===== config.mk =====
export PLATFORM = sky130hd
export DESIGN_NAME = tag_tx_ctrl_tag_chip
export DESIGN_NICKNAME = d
export VERILOG_FILES = /design/src/rtl/tag_chip_pkg.sv /design/src/rtl/tag_tx_sample_reg.sv /design/src/rtl/tag_tx_ctrl_tag_chip.sv
export SDC_FILE = /design/constraint.sdc
export NUM_CORES = 1
export LEC_CHECK = 0
export CORE_MARGIN = 1.5
export CORE_UTILIZATION = 46
export DETAILED_ROUTE_END_ITERATION = 16
export GPL_ROUTABILITY_DRIVEN = 0
export HOLD_SLACK_MARGIN = 0.05
export PLACE_DENSITY = 0.88
export SETUP_SLACK_MARGIN = 0.02
export SYNTH_ARGS = -nofsm -noshare
export SYNTH_HDL_FRONTEND = slang
export SYNTH_HIERARCHICAL = 1
export SYNTH_SLANG_ARGS = --single-unit

===== constraint.sdc =====
create_clock -name clk -period 3 [get_ports clk]
set_clock_uncertainty 0.2 [all_clocks]
set_input_delay 0.3 -clock clk [delete_from_list [all_inputs] [get_ports clk]]
set_output_delay 0.3 -clock clk [all_outputs]
set_load 0.03 [all_outputs]

===== src/rtl/tag_chip_pkg.sv =====
// Shared tag-chip encodings used by both the TX and RX controllers so the two ends agree.
// Holds FSM state codes, GPIO bit positions, the GPIO direction mask and the TX sample-mux select.
package tag_chip_pkg;

    typedef enum logic [1:0] {
        ST_IDLE  = 2'd0,
        ST_SYNC  = 2'd1,
        ST_TX    = 2'd2,
        ST_GUARD = 2'd3
    } tag_state_e;

    localparam int SYNC_BIT     = 6;
    localparam int EN_BIT       = 2;
    localparam int TAG_BUSY_BIT = 0;

    localparam logic [11:0] GPIO_DDR_MASK = 12'h044;

    typedef enum logic [1:0] {
        SMP_ZERO = 2'd0,
        SMP_SYNC = 2'd1,
        SMP_PAY  = 2'd2
    } smp_sel_e;

endpackage


===== src/rtl/tag_tx_sample_reg.sv =====
// I/Q output register: muxes preamble / payload / zero into a registered DAC sample with valid and underflow flags.
// One cycle from load controls to outputs; no backpressure, loads every cycle.
module tag_tx_sample_reg
    import tag_chip_pkg::*;
#(
    parameter int DATA_WIDTH = 16,
    parameter int SYNC_AMP   = 16000
) (
    input  logic                         clk,
    input  logic                         reset_n,
    input  smp_sel_e                     load_sel,
    input  logic                         load_vld,
    input  logic                         load_uf,
    input  logic signed [DATA_WIDTH-1:0] pay_i,
    input  logic signed [DATA_WIDTH-1:0] pay_q,
    output logic signed [DATA_WIDTH-1:0] itx_out,
    output logic signed [DATA_WIDTH-1:0] qtx_out,
    output logic                         tx_valid,
    output logic                         tx_underflow
);

    localparam logic signed [DATA_WIDTH-1:0] AMP_POS = DATA_WIDTH'(SYNC_AMP);
    localparam logic signed [DATA_WIDTH-1:0] AMP_NEG = DATA_WIDTH'(-SYNC_AMP);

    always_ff @(posedge clk or negedge reset_n) begin
        if (!reset_n) begin
            itx_out      <= '0;
            qtx_out      <= '0;
            tx_valid     <= 1'b0;
            tx_underflow <= 1'b0;
        end else begin
            tx_valid     <= load_vld;
            tx_underflow <= load_uf;
            case (load_sel)
                SMP_SYNC: begin
                    itx_out <= AMP_POS;
                    qtx_out <= AMP_NEG;
                end
                SMP_PAY: begin
                    itx_out <= pay_i;
                    qtx_out <= pay_q;
                end
                default: begin
                    itx_out <= '0;
                    qtx_out <= '0;
                end
            endcase
        end
    end

endmodule


===== src/rtl/tag_tx_ctrl_tag_chip.sv =====
// Tag-chip TX controller: GPIO sync/enable handshake plus preamble, payload and guard sample stream toward the DAC.
// Outputs registered one cycle after each transition; payload is pulled only in TX, a missing sample emits 0 and flags underflow.
module tag_tx_ctrl_tag_chip
    import tag_chip_pkg::*;
#(
    parameter int DATA_WIDTH     = 16,
    parameter int GPIO_REG_WIDTH = 12,
    parameter int SYNC_SIG_N     = 8192,
    parameter int TX_LEN_N       = 4096,
    parameter int GUARD_N        = 256,
    parameter int SYNC_AMP       = 16000
) (
    input  logic                         clk,
    input  logic                         reset_n,
    input  logic                         start,
    input  logic [GPIO_REG_WIDTH-1:0]    fp_gpio_in,
    output logic [GPIO_REG_WIDTH-1:0]    fp_gpio_out,
    output logic [GPIO_REG_WIDTH-1:0]    fp_gpio_ddr,
    input  logic signed [DATA_WIDTH-1:0] itx_in,
    input  logic signed [DATA_WIDTH-1:0] qtx_in,
    input  logic                         tx_in_valid,
    output logic                         tx_in_ready,
    output logic signed [DATA_WIDTH-1:0] itx_out,
    output logic signed [DATA_WIDTH-1:0] qtx_out,
    output logic                         tx_valid,
    output logic                         tx_underflow,
    output logic [1:0]                   tx_state,
    output logic [DATA_WIDTH-1:0]        counter_sync
);

    localparam logic [DATA_WIDTH-1:0] SYNC_LAST  = DATA_WIDTH'(SYNC_SIG_N - 1);
    localparam logic [DATA_WIDTH-1:0] TX_LAST    = DATA_WIDTH'(TX_LEN_N - 1);
    localparam logic [DATA_WIDTH-1:0] GUARD_LAST = DATA_WIDTH'(GUARD_N - 1);

    localparam logic [GPIO_REG_WIDTH-1:0] GPIO_SYNC = GPIO_REG_WIDTH'((1 << SYNC_BIT) | (1 << EN_BIT));
    localparam logic [GPIO_REG_WIDTH-1:0] GPIO_EN   = GPIO_REG_WIDTH'(1 << EN_BIT);

    tag_state_e            state;
    logic [DATA_WIDTH-1:0] idx;
    logic                  tag_busy;
    logic                  accept;
    logic                  tx_last;
    smp_sel_e              smp_sel;
    logic                  smp_vld;
    logic                  smp_uf;
    logic                  gpio_in_unused;

    assign tag_busy       = fp_gpio_in[TAG_BUSY_BIT];
    assign gpio_in_unused = ^fp_gpio_in[GPIO_REG_WIDTH-1:1];
    assign tx_in_ready    = (state == ST_TX);
    assign accept         = tx_in_ready & tx_in_valid;
    assign tx_last        = accept && (idx == TX_LAST);
    assign tx_state       = state;
    assign fp_gpio_ddr    = GPIO_REG_WIDTH'(GPIO_DDR_MASK);

    // Sample steering for the edge being decided; an accepted payload sample is always shown,
    // even when the same edge aborts or ends the burst.
    always_comb begin
        smp_sel = SMP_ZERO;
        smp_vld = 1'b0;
        smp_uf  = 1'b0;
        case (state)
            ST_IDLE: begin
                if (start && !tag_busy) begin
                    smp_sel = SMP_SYNC;
                    smp_vld = 1'b1;
                end
            end
            ST_SYNC: begin
                if (!tag_busy) begin
                    smp_vld = 1'b1;
                    if (idx != SYNC_LAST) smp_sel = SMP_SYNC;
                end
            end
            ST_TX: begin
                if (accept) begin
                    smp_sel = SMP_PAY;
                    smp_vld = 1'b1;
                end else if (!tag_busy) begin
                    smp_vld = 1'b1;
                    smp_uf  = 1'b1;
                end
            end
            default: ;
        endcase
    end

    always_ff @(posedge clk or negedge reset_n) begin
        if (!reset_n) begin
            state        <= ST_IDLE;
            idx          <= '0;
            counter_sync <= '0;
            fp_gpio_out  <= '0;
        end else begin
            case (state)
                ST_IDLE: begin
                    idx          <= '0;
                    counter_sync <= '0;
                    fp_gpio_out  <= '0;
                    if (start && !tag_busy) begin
                        state       <= ST_SYNC;
                        fp_gpio_out <= GPIO_SYNC;
                    end
                end
                ST_SYNC: begin
                    if (tag_busy) begin
                        state        <= ST_GUARD;
                        idx          <= '0;
                        counter_sync <= '0;
                        fp_gpio_out  <= '0;
                    end else if (idx == SYNC_LAST) begin
                        state        <= ST_TX;
                        idx          <= '0;
                        counter_sync <= '0;
                        fp_gpio_out  <= GPIO_EN;
                    end else begin
                        idx          <= idx + 1'b1;
                        counter_sync <= idx + 1'b1;
                    end
                end
                ST_TX: begin
                    // idx is the next payload index; counter_sync follows the sample on the output
                    if (accept) begin
                        idx          <= idx + 1'b1;
                        counter_sync <= idx;
                    end
                    if (tag_busy || tx_last) begin
                        state        <= ST_GUARD;
                        idx          <= '0;
                        counter_sync <= '0;
                        fp_gpio_out  <= '0;
                    end
                end
                default: begin
                    fp_gpio_out <= '0;
                    if (idx == GUARD_LAST) begin
                        state        <= ST_IDLE;
                        idx          <= '0;
                        counter_sync <= '0;
                    end else begin
                        idx          <= idx + 1'b1;
                        counter_sync <= idx + 1'b1;
                    end
                end
            endcase
        end
    end

    tag_tx_sample_reg #(
        .DATA_WIDTH (DATA_WIDTH),
        .SYNC_AMP   (SYNC_AMP)
    ) u_sample_reg (
        .clk          (clk),
        .reset_n      (reset_n),
        .load_sel     (smp_sel),
        .load_vld     (smp_vld),
        .load_uf      (smp_uf),
        .pay_i        (itx_in),
        .pay_q        (qtx_in),
        .itx_out      (itx_out),
        .qtx_out      (qtx_out),
        .tx_valid     (tx_valid),
        .tx_underflow (tx_underflow)
    );

endmodule


==> results of run 1 <==
power by group through the flow:
stage | clock network, mW | registers [mW] | logic, mW
2_1_floorplan | 0 | 1.44 | 0.913
3_3_place_gp | 0 | 1.17 | 1.72
3_5_place_dp | 0 | 1.18 | 1.76
4_1_cts | 0.798 | 1.16 | 1.78
5_1_grt | 0.840 | 1.18 | 1.92
6_report | 0.791 | 1.16 | 1.81
flip-flops by register name, summed over array words and instances, names as in the netlist:
register	flops
fp_gpio_out	2
tx_state	2
u_sample_reg/itx_out	16
counter_sync	16
u_sample_reg/tx_underflow	1
idx	16
u_sample_reg/tx_valid	1
u_sample_reg/qtx_out	16
layer usage:
layer | vias to the layer above | wire (um) | part of all wire
met2 | 204 | 4630 | 0.48
li1 | 1459 | - | -
met4 | 0 | 508 | 0.053
met3 | 56 | 873 | 0.091
met5 | - | 0 | 0
met1 | 1514 | 3620 | 0.38
final timing paths:
kind | startpoint | endpoint | slack [ps]
setup reg to reg | idx[1]$_DFFE_PN0P_ | u_sample_reg/itx_out[7]$_DFF_PN0_ | 340
max in group asynchronous | reset_n | counter_sync[11]$_DFFE_PN0P_ | 1600
min in group asynchronous | reset_n | u_sample_reg/qtx_out[15]$_DFF_PN0_ | 350
setup / recovery | idx[1]$_DFFE_PN0P_ | u_sample_reg/itx_out[7]$_DFF_PN0_ | 340
hold / removal | counter_sync[6]$_DFFE_PN0P_ | counter_sync[6]$_DFFE_PN0P_ | 290
hold reg to reg | counter_sync[6]$_DFFE_PN0P_ | counter_sync[6]$_DFFE_PN0P_ | 290
cells in the final DEF (no fill, tap or decap), drive strengths merged, types with 10 or more instances in the layout:
master / count
clkbuf: 10
nand2: 23
a21oi: 26
clkdlybuf4s50: 90
a22o: 10
inv: 10
conb: 22
dfrtp: 70
buf: 11
o21ai: 26
nor3: 12
nor2: 42
and2: 24
through the flow:
step                hold WS [ps]  cells  total power [mW]
CTS                          283    572              3.74
floorplan                   -196    394              2.36
global placement             204    555              2.89
detailed placement           210    555              2.94
global route                 281    572              3.93
finish                       288    572              3.77
critical path: cells and delay by family (launching register included):
kind,cells,cell delay (ps)
AND/OR/NAND/NOR,5,750
adder cells (fa/ha/maj),2,750
AO/OA/AOI/OAI,2,420
flip-flops,1,410
buffers and inverters,1,70
final cells by class:
type                    instances  area (um^2)
flip-flops and latches         70         1750
clock inverters                 6         68.8
well taps                     102          128
multi-input cells             273         1680
clock buffers                  10          138
repair buffers                102         1000
inverters                       9         33.8
fillers                       584         2930
what timing repair did:
action,CTS,global route
gates resized for setup,0,1
hold buffers,1,0
hold endpoints to repair,32,0
endpoints found under the setup margin,0,32
logic make-up (layout without fill, tap and decap cells):
group | after synthesis | in the layout | share of synthesized area
AOI/OAI and AO/OA | 98 | 98 | 0.184
xor gates and xnor gates | 1 | 1 | 0.00240
buffers and inverters | 51 | 127 | 0.0828
muxes | 4 | 4 | 0.0127
other | 2 | 22 | 0.00205
adders and majority gates | 7 | 7 | 0.0240
and+or+nand+nor | 141 | 141 | 0.213
DFF | 70 | 70 | 0.479
==> reports/results.tsv, run 1 <==
metric	value	unit
Post-Route WL	9630	um
area delta synth->final	31.4	%
WL per Instance	16.8	um
GRT Max-Usage Layer	met2	
Die ar.	8490	um^2
dpl hpwl	6620	um
# IOs	125	
die span in x	92.1	um
Post-Place Setup Slack	124	ps
Post-synth top cells	dfrtp_1, nor2_1, a21oi_1, and2_1	
Avg Cell Area, Syn	9.77	um^2
Clock Tree Root	clkbuf_8	
leakage	2.16	nW
Int Power	2.17	mW
CTS sink count	70	
Clock power frac	0.210	
sw power	1.59	mW
flops & latches, synth	70	
antenna violations before repair	0	
M2 GR Usage	0.371	
synth warn	6	
PwrDens	784	nW/um^2
CTS Buf Count	9	
postcts setup bufs	0	
Fmax	376	MHz
FF-to-FF path depth	10	
total gr overflow	0	
setup slack after layout	337	ps
synthesized instance count	374	
row count	32	
met1 usage	0.284	
critical path launch point type	flop	
most common cell in the netlist	dfrtp_1	
unrepaired setup endpoints after global routing	no	
clock slew at reported path FFs	80	ps
first-pass GRT wire length	15100	um
met3 track demand over resource	0.0531	
Max Root-Sink Buffers	2	
worst-case vdd ir drop	302	uV
max_cap viols	0	
Clk Latency, worst-skew pair	360	ps
largest net degree at the start of global routing	39	
slew margin rel.	0.499	
WP data arrival	2760	ps
EDFF count, synth	0	
post-layout util	0.621	
status	completed	
combinational power share	0.482	
Total Routing Usage GR	0.232	
share of layout cells above drive strength 1	0.106	
Synth Cell Area	3650	um^2
sequential share of the synthesized area	0.479	
IO Port Bufs	91	
Cell variety after synth	59	
slowest cell delay on critical path	490	ps
drt initial violations	411	
# H-tree levels	3	
largest area contributor in the netlist	dfrtp_1	
HP Class	flop to flop	
worst slew pin tran	752	ps
top cell type's share of synthesized area	0.479	
worst hold path depth	2	
routed vias/inst	5.65	
Setup CP Type	flop to flop	
CP required	3090	ps
TritonCTS clock tree	built	
cell chain of the critical path	ha_1 -> and4_4 -> nand4_4 -> o21a_1 -> nor2_1 -> nor2_1 -> inv_1 -> ha_2 -> a21oi_1 -> nor2_1	
die height	92.1	um
Switching Share	0.423	
final slew viol count	0	
Layout Cell Area excl Fill	4800	um^2
# setup viols final	0	
sequential power share	0.308	
final-report hold violation count	0	
most used cell, CP	nor2_1	
fin crit share	0.888	
Critical Path Fanout Max	32	
slowest CP cell	ha_2	
antenna cells	0	
Total Neg Setup Slack	0	ps
Setup crit end kind	flop	
placed cell areas	4580	um^2
vias after detailed routing	3233	
1st-pass router iterations	6	
Final min period	2660	ps
asr flop ratio synth	1.00	
ys flop type	dfrtp_1	
vias in the first global route	3052	
# DRC	0	
NumNets Final	520	
initial core utilization	0.473	
core area	7730	um^2
Final ANT Viol Nets	0	
Synth area leaders	dfrtp_1, buf_4, and2_1	
No activity file was read; power rests on OpenSTA's default activity.
==> inputs of run 2 (changes only) <==
- CORE_ASPECT_RATIO: unset -> 0.5
- SETUP_SLACK_MARGIN: 0.02 -> 0.15
==> reports/results.tsv, run 2 (synthesis results as in run 1) <==
metric	value	unit	change
# IOs	125		unchanged
CP required	3020	ps	-70 ps
WP data arrival	2620	ps	-140 ps
CTS Buf Count	9		unchanged
sw power	1.57	mW	-1.5%
Max Root-Sink Buffers	2		unchanged
final slew viol count	0		unchanged
# H-tree levels	3		unchanged
TritonCTS clock tree	built		
Worst Setup SP	idx[0]$_DFFE_PN0P_		
Total Neg Setup Slack	0	ps	unchanged
# setup viols final	0		unchanged
core area	7510	um^2	-2.8%
antenna cells	0		unchanged
slowest cell delay on critical path	440	ps	-50 ps
Int Power	2.44	mW	+12%
dpl hpwl	6420	um	-3.0%
HP Class	primary input to async pin		
# DRC	0		unchanged
combinational power share	0.447		-0.035
Clock Tree Root	clkbuf_16		
first-pass GRT wire length	14300	um	-5.2%
total gr overflow	0		unchanged
Clk Latency, worst-skew pair	330	ps	-30 ps
area delta synth->final	34.6	%	
antenna violations before repair	0		unchanged
most used cell, CP	nor2_1		
IO Port Bufs	91		unchanged
Die ar.	8520	um^2	+0.38%
postcts setup bufs	0		unchanged
routed vias/inst	5.35		-5.4%
Setup CP Type	flop to flop		
unrepaired setup endpoints after global routing	no		
r2r startpoint	idx[0]$_DFFE_PN0P_		
NumNets Final	522		+0.38%
slowest CP cell	dfrtp_1		
Total Routing Usage GR	0.225		-0.00615
power consumption	4.01	mW	+6.4%
cell chain of the critical path	ha_1 -> and4_4 -> nand4_4 -> o31ai_4 -> nor2_1 -> a221oi_1 -> nor2_1		
worst slew pin tran	665	ps	-86.5 ps
Switching Share	0.392		-0.0314
CTS sink count	70		unchanged
Fmax	384	MHz	+2.2%
drt initial violations	210		-49%
largest net degree at the start of global routing	31		-21%
leakage	2.20	nW	+2.2%
Final ANT Viol Nets	0		unchanged
row count	22		-31%
Multi-input gate area	1680	um^2	+0.15%
share of layout cells above drive strength 1	0.110		+0.00379
max_cap viols	0		unchanged
vias after detailed routing	3101		-4.1%
final-report hold violation count	0		unchanged
fin crit share	0.868		-0.0195
initial core utilization	0.486		+0.0134
commonest non-fill, non-tap cell in the layout	clkdlybuf4s50_1		
Post-Route WL	8810	um	-8.5%
status	completed		
sequential power share	0.291		-0.017
Critical Path Fanout Max	8		-75%
commonest cells after routing, fill and taps aside	clkdlybuf4s50_1, dfrtp_1, nor2_1		
PwrDens	814	nW/um^2	+3.8%
Clock power frac	0.262		+0.052
die span in x	129	um	+40%
die height	66.0	um	-28%
1st-pass router iterations	5		-1
critical path launch point type	flop		
Filler cells	598		+2.4%
Final min period	2600	ps	-58.5 ps
clock slew at reported path FFs	60	ps	-20 ps
vias in the first global route	2931		-4.0%
slew margin rel.	0.556		+0.0569
sequential cell area	1750	um^2	unchanged
Setup crit end kind	flop		
WL per Instance	15.2	um	-9.8%
Worst R2R Setup Slack	400	ps	+60 ps
worst-case vdd ir drop	404	uV	+34%
## run 2: final timing paths
kind,to,cells after the start
setup / recovery,counter_sync[1]$_DFFE_PN0P_,7
hold / removal,u_sample_reg/itx_out[6]$_DFF_PN0_,2
setup reg to reg,counter_sync[1]$_DFFE_PN0P_,7
hold reg to reg,counter_sync[6]$_DFFE_PN0P_,2
max in group asynchronous,idx[11]$_DFFE_PN0P_,4
min in group clk,counter_sync[6]$_DFFE_PN0P_,2
## run 2: what timing repair did
item,CTS,global route
endpoints found under the setup margin,0,8
hold buffers,1,0
endpoints found under the hold margin,27,0
resized for setup,0,2
## run 2: metal layers
metal,vias up,track usage,part of all wire
met5,-,0,0
met4,0,0.103,0.018
met3,16,0.0736,0.097
met2,158,0.378,0.49
met1,1469,0.268,0.40
li1,1458,-,-
## run 2: power by group through the flow
stage | sequential (mW) | combinational [mW] | clock, mW
3_3_place_gp | 1.18 | 1.73 | 0
3_5_place_dp | 1.19 | 1.77 | 0
6_report | 1.17 | 1.79 | 1.05
2_1_floorplan | 1.44 | 0.913 | 0
4_1_cts | 1.17 | 1.78 | 1.07
5_1_grt | 1.19 | 1.92 | 1.12
## run 2: cell type report
class,count,area share
inverter,9,0.00686
sequential,70,0.356
clock inverter,5,0.0120
multi-input combinational,273,0.341
timing repair buffer,104,0.207
clock buffer,11,0.0493
tap,108,0.0275
## run 2: worst max-delay path: cells and delay by family, from the launching register on
kind	cells	cell delay, ps
simple gates	4	770
compound gates	2	780
fa+ha+maj	1	280
flops	1	440
## run 2: per-stage QoR
step                      setup slack, ps  instances  hold WS, ps  utilization  cell area (um^2)
after floorplan                       341        394         -196            -              3730
final                                 395        580          311        0.655              4920
after global placement                338        563          155        0.613              4600
after global routing                  212        580          331        0.655              4920
after CTS                             299        580          311        0.654              4920
after detailed placement              259        563          150        0.613              4600
==> inputs of run 3 (changes only) <==
- CORE_UTILIZATION: 46 -> 45
- MAX_ROUTING_LAYER: unset -> met4
- PLACE_DENSITY: 0.88 -> 0.87
- SYNTH_HIERARCHICAL: 1 -> unset
==> reports/results.tsv, run 3 <==
metric	value	unit	change
die height	65.6	um	-0.67%
CP required	3020	ps	about the same
IO Port Bufs	91		unchanged
commonest cells after routing, fill and taps aside	clkdlybuf4s50_1, dfrtp_1, nor2_1		
# DRC	0		unchanged
Max Root-Sink Buffers	2		unchanged
top cell type's share of synthesized area	0.497		+0.0175
area delta synth->final	36.8	%	
initial core utilization	0.473		-0.0137
# setup viols final	0		unchanged
Cell variety after synth	54		-8.5%
max_cap viols	0		unchanged
routed vias/inst	5.24		-1.9%
commonest non-fill, non-tap cell in the layout	clkdlybuf4s50_1		
worst slew pin tran	636	ps	-29.1 ps
most common cell in the netlist	dfrtp_1		
TritonCTS clock tree	built		
Post-Place Setup Slack	211	ps	-49.0 ps
PwrDens	806	nW/um^2	-0.96%
vias after detailed routing	2989		-3.6%
core area	7460	um^2	-0.73%
Fmax	370	MHz	-3.7%
Total Neg Setup Slack	0	ps	unchanged
worst-case vdd ir drop	533	uV	+32%
setup slack after layout	294	ps	-101 ps
share of layout cells above drive strength 1	0.106		-0.00411
WP data arrival	2720	ps	+100 ps
# IOs	125		unchanged
Post-Route WL	8400	um	-4.6%
placed insts	553		-1.8%
total gr overflow	0		unchanged
HP Class	flop to flop		
sequential share of the synthesized area	0.497		+0.0175
unrepaired setup endpoints after global routing	no		
CTS sink count	70		unchanged
synthesized instance count	363		-2.9%
Filler cells	590		-1.3%
final slew viol count	0		unchanged
critical path launch point type	flop		
# H-tree levels	3		unchanged
Synth Cell Area	3530	um^2	-3.5%
dpl hpwl	5930	um	-7.6%
Clock Tree Root	clkbuf_16		
asr flop ratio synth	1.00		unchanged
clock slew at reported path FFs	60	ps	about the same
flops & latches, synth	70		unchanged
EDFF count, synth	0		unchanged
largest area contributor in the netlist	dfrtp_1		
synth warn	0		-6
row count	22		unchanged
leakage	2.20	nW	about the same
Setup CP Type	flop to flop		
Die ar.	8410	um^2	-1.3%
Critical Path Fanout Max	32		+24
slew margin rel.	0.576		+0.0202
first-pass GRT wire length	13800	um	-3.5%
Final ANT Viol Nets	0		unchanged
Final min period	2710	ps	+101 ps
WL per Instance	14.7	um	-3.0%
Synth area leaders	dfrtp_1, and2_1, buf_4		
final-report hold violation count	0		unchanged
largest net degree at the start of global routing	43		+39%
Clk Latency, worst-skew pair	340	ps	about the same
1st-pass router iterations	4		-1
Total Routing Usage GR	0.222		-0.00346
fin cells	570		-1.7%
antenna violations before repair	0		unchanged
drt initial violations	141		-33%
Avg Cell Area, Syn	9.71	um^2	-0.60%
postcts setup bufs	0		unchanged
fin crit share	0.902		+0.0337
status	completed		
ys flop type	dfrtp_1		
die span in x	128	um	-0.68%
antenna cells	0		unchanged
Setup crit end kind	flop		
CTS Buf Count	9		unchanged
Post-synth top cells	dfrtp_1, nor2_1, a21oi_1, and2_1, nand2_1		
vias in the first global route	2863		-2.3%
NumNets Final	512		-1.9%
run 3: per-stage QoR:
step,total power [mW],util,cell area (um^2),hold slack (ps)
finish,3.89,0.647,4820,272
floorplan,2.24,-,3600,-196
global placement,2.76,0.603,4500,160
CTS,3.90,0.645,4810,277
detailed placement,2.80,0.603,4500,158
global route,4.11,0.647,4820,304
run 3: area by class of cell:
cell class	instances	area, um^2	area share
multi-input cells	255	1540	0.320
well taps	108	135	0.0280
clock inverters	7	81.3	0.0169
clock buffers	9	225	0.0467
repair buffers	105	1030	0.213
flip-flops and latches	70	1750	0.363
inverters	16	60.1	0.0125
run 3: cells by family after synthesis:
kind of cell / after synthesis / share of synthesized area
flops: 70 / 0.497
fa+ha+maj: 7 / 0.0248
compound gates: 91 / 0.177
other cells: 2 / 0.00213
buf+inv: 58 / 0.0894
simple gates: 131 / 0.196
mux: 4 / 0.0145
run 3: worst max-delay path, cell delays in order, from the launching register on:
cell	delay [ps]
dfrtp_2	450
ha_1	260
and2_1	230
and4_4	240
a21boi_2	160
nor2_1	60
or2_2	310
ha_1	210
buf_4	220
a21oi_1	190
nor2_1	60
run 3: worst paths after layout:
check	from	endpoint	slack (ps)	depth (start not counted)
setup / recovery	idx[0]$_DFFE_PN0P_	u_sample_reg.itx_out[10]$_DFF_PN0_	290	10
min in group asynchronous	reset_n	u_sample_reg.qtx_out[11]$_DFF_PN0_	330	2
hold / removal	counter_sync[1]$_DFFE_PN0P_	counter_sync[1]$_DFFE_PN0P_	270	2
setup reg to reg	idx[0]$_DFFE_PN0P_	u_sample_reg.itx_out[10]$_DFF_PN0_	290	10
max in group asynchronous	reset_n	idx[0]$_DFFE_PN0P_	1610	3
hold reg to reg	counter_sync[1]$_DFFE_PN0P_	counter_sync[1]$_DFFE_PN0P_	270	2
run 3: timing repair:
item	CTS	global route
resized for setup	0	4
endpoints found under the setup margin	0	33
hold buffers	1	0
endpoints found under the hold margin	28	0
run 3: report_power, final:
| part | total, mW | switching, mW | internal (mW) |
|---|---|---|---|
| Combinational | 1.65 | 1.00 | 0.650 |
| Clock | 1.07 | 0.420 | 0.652 |
| Sequential | 1.17 | 0.0830 | 1.08 |
run 3: layer usage:
metal | track usage | part of all wire | up-vias
li1 | - | - | 1400
met1 | 0.266 | 0.42 | 1464
met2 | 0.362 | 0.50 | 115
met3 | 0.0635 | 0.067 | 10
met4 | 0.0843 | 0.014 | 0
met5 | - | 0 | -
